===== src/rtl/sevenseg_capture.sv =====
// sevenseg_capture: receive-side decoder for the multiplexed seven-segment bus.
// Samples active-low {an,seg}, accepts a digit after STABLE_CYCLES of stable
// input, decodes it to a hex nibble and emits a 16-bit frame once all four
// digit positions have been seen.
// Optional feature macro: SEVSEG_ERRCNT_EN (saturating error counter on err_cnt).
module sevenseg_capture #(
  parameter int unsigned STABLE_CYCLES = 16
) (
  input  logic        clk,
  input  logic        reset,
  input  logic [3:0]  an,
  input  logic [6:0]  seg,
  output logic [15:0] value,
  output logic        value_valid,
  output logic        err,
  output logic [7:0]  err_cnt
);

  localparam int unsigned IN_W  = 11;
  localparam int unsigned CNT_W = 8;
  localparam int unsigned DIG_W = 4;
  localparam int unsigned N_DIG = 4;

  localparam logic [CNT_W-1:0] CNT_MAX = CNT_W'(STABLE_CYCLES);
  localparam logic [CNT_W-1:0] CNT_ACC = CNT_W'(STABLE_CYCLES - 1);

  typedef enum logic {
    ST_COLLECT = 1'b0,
    ST_EMIT    = 1'b1
  } state_t;

  // Map an active-low segment code to {legal, nibble}; anything else is illegal.
  function automatic logic [DIG_W:0] seg_decode(input logic [6:0] code);
    logic [DIG_W:0] r;
    r = '0;
    case (code)
      7'h40: r = 5'h10;
      7'h79: r = 5'h11;
      7'h24: r = 5'h12;
      7'h30: r = 5'h13;
      7'h19: r = 5'h14;
      7'h12: r = 5'h15;
      7'h02: r = 5'h16;
      7'h78: r = 5'h17;
      7'h00: r = 5'h18;
      7'h10: r = 5'h19;
      7'h08: r = 5'h1A;
      7'h03: r = 5'h1B;
      7'h46: r = 5'h1C;
      7'h21: r = 5'h1D;
      7'h06: r = 5'h1E;
      7'h0E: r = 5'h1F;
      default: r = 5'h00;
    endcase
    return r;
  endfunction

  logic [IN_W-1:0]              in_c;
  logic [IN_W-1:0]              s_q;
  logic [CNT_W-1:0]             cnt_q, cnt_d;
  logic                         accept_c;
  logic [DIG_W:0]               dec_c;
  logic                         seg_legal_c;
  logic [DIG_W-1:0]             nibble_c;
  logic                         an_one_c;
  logic [1:0]                   an_idx_c;
  logic                         blank_c;

  state_t                       state_q, state_d;
  logic [N_DIG-1:0][DIG_W-1:0]  digits_q, digits_d;
  logic [N_DIG-1:0]             seen_q, seen_d;
  logic [N_DIG-1:0]             seen_upd;
  logic [15:0]                  value_q, value_d;
  logic                         err_q, err_d;

  assign in_c        = {an, seg};
  assign accept_c    = (in_c == s_q) && (cnt_q == CNT_ACC);
  assign dec_c       = seg_decode(seg);
  assign seg_legal_c = dec_c[DIG_W];
  assign nibble_c    = dec_c[DIG_W-1:0];
  assign blank_c     = (an == 4'b1111);

  // Single active anode to digit index; multiple or no zeros are not single.
  always_comb begin
    an_one_c = 1'b1;
    an_idx_c = 2'd0;
    case (an)
      4'b1110: an_idx_c = 2'd0;
      4'b1101: an_idx_c = 2'd1;
      4'b1011: an_idx_c = 2'd2;
      4'b0111: an_idx_c = 2'd3;
      default: an_one_c = 1'b0;
    endcase
  end

  // Stability counter: restart on any change, park at STABLE_CYCLES so a held
  // pattern produces exactly one accept.
  always_comb begin
    cnt_d = cnt_q;
    if (in_c != s_q) begin
      cnt_d = '0;
    end else if (cnt_q != CNT_MAX) begin
      cnt_d = cnt_q + CNT_W'(1);
    end
  end

  // Input sample register and stability counter.
  always_ff @(posedge clk) begin
    if (reset) begin
      s_q   <= '1;
      cnt_q <= '0;
    end else begin
      s_q   <= in_c;
      cnt_q <= cnt_d;
    end
  end

  // Frame FSM next-state and datapath: classify accepts, collect digits, emit.
  always_comb begin
    state_d  = ST_COLLECT;
    digits_d = digits_q;
    seen_d   = seen_q;
    seen_upd = seen_q;
    value_d  = value_q;
    err_d    = 1'b0;
    if (accept_c && !blank_c) begin
      if (!an_one_c || !seg_legal_c) begin
        err_d  = 1'b1;
        seen_d = '0;
      end else begin
        digits_d[an_idx_c] = nibble_c;
        seen_upd           = seen_q | (N_DIG'(1) << an_idx_c);
        if (seen_upd == {N_DIG{1'b1}}) begin
          value_d = digits_d;
          seen_d  = '0;
          state_d = ST_EMIT;
        end else begin
          seen_d = seen_upd;
        end
      end
    end
  end

  // Frame FSM state and registered outputs.
  always_ff @(posedge clk) begin
    if (reset) begin
      state_q  <= ST_COLLECT;
      digits_q <= '0;
      seen_q   <= '0;
      value_q  <= '0;
      err_q    <= 1'b0;
    end else begin
      state_q  <= state_d;
      digits_q <= digits_d;
      seen_q   <= seen_d;
      value_q  <= value_d;
      err_q    <= err_d;
    end
  end

  assign value       = value_q;
  assign value_valid = (state_q == ST_EMIT);
  assign err         = err_q;

`ifdef SEVSEG_ERRCNT_EN
  logic [7:0] err_cnt_q, err_cnt_d;

  // Saturating error counter, advanced together with the err pulse register.
  always_comb begin
    err_cnt_d = err_cnt_q;
    if (err_d && (err_cnt_q != 8'hFF)) begin
      err_cnt_d = err_cnt_q + 8'd1;
    end
  end

  // Error counter register; cleared only by reset.
  always_ff @(posedge clk) begin
    if (reset) begin
      err_cnt_q <= '0;
    end else begin
      err_cnt_q <= err_cnt_d;
    end
  end

  assign err_cnt = err_cnt_q;
`else
  assign err_cnt = 8'h00;
`endif

endmodule

===== config.mk =====
export PLATFORM = sky130hd
export DESIGN_NAME = sevenseg_capture
export DESIGN_NICKNAME = d
export VERILOG_FILES = /design/src/rtl/sevenseg_capture.sv
export SDC_FILE = /design/constraint.sdc
export NUM_CORES = 1
export LEC_CHECK = 0
export ABC_AREA = 1
export ABC_CLOCK_PERIOD_IN_PS = 2500
export CAP_MARGIN = 20
export CORE_AREA = 5 5 91 93
export CTS_CLUSTER_SIZE = 16
export DETAILED_ROUTE_END_ITERATION = 12
export DIE_AREA = 0 0 96 98
export PLACE_DENSITY = 0.66
export SLEW_MARGIN = 20
export SYNTH_ARGS = -nofsm -noshare
export SYNTH_HDL_FRONTEND = slang
export SYNTH_SLANG_ARGS = --single-unit
export TNS_END_PERCENT = 30

===== constraint.sdc =====
create_clock -name clk -period 2.5 [get_ports clk]
set_clock_uncertainty 0.1 [all_clocks]
set_input_delay 0.5 -clock clk [delete_from_list [all_inputs] [get_ports clk]]
set_output_delay 0.5 -clock clk [all_outputs]
set_load 0.02 [all_outputs]

==> impl_metrics.tcl <==
set metrics [dict create \
    layout_setup_ws_ps 195 \
    register_area_um2 1140 \
    mostFrequentLayoutCells "184 x nand2_1, 78 x inv_1, 75 x nor2_1" \
    seq_power_share_pct 44.3 \
    synth-edff-count 0 \
    dp.cells 692 \
    placed_area_um2 3940 \
    num_vias 3189 \
    drt_iter0_drc 139 \
    slew_violations 0 \
    drive_gt1_share_pct 14.7 \
    final_core_util_pct 56.0 \
    die_h_um 98 \
    outcome "finished clean" \
    worstSetupPathType "input port to register" \
    place_worst_setup_slack_ps -171 \
    ys_async_sr_fraction_pct 0 \
    clk_latency_ps 330 \
    cts_tree "done" \
    required_ps 2630 \
    place_hpwl_um 5720 \
    worst_hold_slack_ps 371 \
    sw_frac_of_total_pct 23.7 \
    p_sw_uw 493 \
    slew_headroom_pct 62.9 \
    diodes 0 \
    clock_path_buffers 2 \
    worst_slew_pin_slew_ps 551 \
    antenna_found_initial 0 \
    cts_resized 0 \
    final_common_cell "nand2_1" \
    worstPathMaxFanout 9 \
    coreArea_um2 7450 \
    min_path_type "register to register" \
    synthToLayoutAreaGrowth_pct 28.4 \
    syn_area_per_cell_um2 6.18 \
    overflow 0 \
    internal_power_mw 1.59 \
    grt_pass1_vias 2970 \
    grt_use_total_pct 17.1 \
    power.density_nw_per_um2 499 \
    ys_types 31 \
    num_rows 32 \
    rsz0062_at_grt "no" \
    grt_max_degree 44 \
    ios 39 \
    tns_ps 0 \
    fillers 751 \
    cp.arrival_ps 2430 \
    cts_buffers 9 \
    worstSetupEndpointType "register" \
    final_cells 708 \
    clkTransAtPathRegs_ps 70 \
    htreeDepth 3 \
    synthCells 526 \
    viasPerCell 4.50 \
    pwr-share-comb_pct 9.9 \
    cts-root-buf "clkbuf_8" \
    yosys_most_used_dff "dfxtp_1" \
    hold_violations 0 \
    drt_first_pass_iters 4 \
    fmax_mhz 434 \
    fin_crit_ps 2310 \
    gp_congestion 0.847 \
    fin_crit_sh_pct 92.2 \
    cts.sinks 57 \
    wl_per_cell_um 10.5 \
    cp-start-kind "input port" \
    total_power_mw 2.08 \
    syn_area_um2 3250 \
    drv_cap 0 \
    ff2ff_setup_slack_ps 420 \
    routed_wl_um 7460 \
    fin_area_um2 4170 \
    ctsHoldBuffers 0 \
    antenna_left 0 \
    die_w_um 96 \
    ys_seq_elements 57 \
    die-area_um2 9410 \
    layout.nets 616 \
    multiInputGateArea_um2 1670 \
    grt_pass1_wl_um 12800 \
    final-setup-viol-count 0 \
    route.detailed.drc 0 \
    p_leak_nw 2.12 \
    yosysWarningCount 0 \
    cts_setup_buffers 0 \
    ir_drop_mv 0.365 \
    ys_seq_area_share_pct 35.1 \
    io_buffers 30 \
    p_clk_share_pct 45.8 \
    initial_core_util_pct 43.6 \
]
[metal layers]
metal  vias up  GRT usage, %  part of all wire [%]
li1       1722             -                     -
met1      1402          21.9                    48
met2        55          27.2                    46
met3        10          4.85                   4.2
met4         0          6.24                   1.6
met5         -             0                     0
[worst paths after layout]
path	cells past startpoint	to	start
max	10	value[7]	seg[2]
min	2	seen_q[2]	seen_q[2]
max reg2reg	11	value[7]	cnt_q[0]
min reg2reg	2	seen_q[2]	seen_q[2]
[final cells by class]
type	count	area share, %
flip-flops and latches	57	27.4
well taps	102	3.06
clock inverters	5	1.89
multi-input cells	368	40.1
inverters	90	8.25
repair buffers	75	16.0
clock buffers	11	3.39
[worst max-delay path, stage by stage]
cell,delay (ps)
clkdlybuf4s50_1,590
xnor2_1,140
nand2_1,110
nor2_1,160
nand3_1,170
nor2_4,210
nand3_4,140
buf_4,190
nor3_1,150
nor2_1,70
[cells by family (layout without fill, tap and decap cells)]
group	after synthesis	in the layout	synth area share [%]
AND/OR/NAND/NOR	314	314	42.0
buffers and inverters	108	181	14.4
AO/OA/AOI/OAI	39	39	6.32
flip-flops	57	57	35.1
other	1	8	0.115
XOR/XNOR	5	5	1.35
adder cells (fa/ha/maj)	2	2	0.770
[state kept, by name, summed over array words and instances (netlist names)]
signal       flops
err              1
seen_q           4
value           16
cnt_q            8
digits_q        16
value_valid      1
s_q             11
[power groups by stage]
stage | combinational [mW] | clock (mW) | sequential (mW)
floorplan | 0.125 | 0 | 0.941
global placement | 0.203 | 0 | 0.942
detailed placement | 0.204 | 0 | 0.942
CTS | 0.206 | 0.988 | 0.922
global route | 0.231 | 1.03 | 0.922
finish | 0.206 | 0.952 | 0.922
[cell usage after synthesis, types with 2 or more instances]
master,number,share of area [%]
ha_1,2,0.77
nor2_2,4,0.77
nand2_1,184,21
nand2_2,2,0.38
nand3_2,3,0.92
nor2_4,2,0.69
o21ai_0,21,3.2
nand4_1,5,0.96
inv_2,9,1.0
xnor2_1,5,1.3
nand3_4,4,2.2
dfxtp_1,57,35
inv_1,78,9.0
clkbuf_1,3,0.35
buf_4,12,2.8
nor3_1,12,1.8
nand3_1,19,2.9
a21oi_1,16,2.5
nor2_1,75,8.7
buf_2,2,0.31
Note: power is estimated with default switching activity, not from simulation.
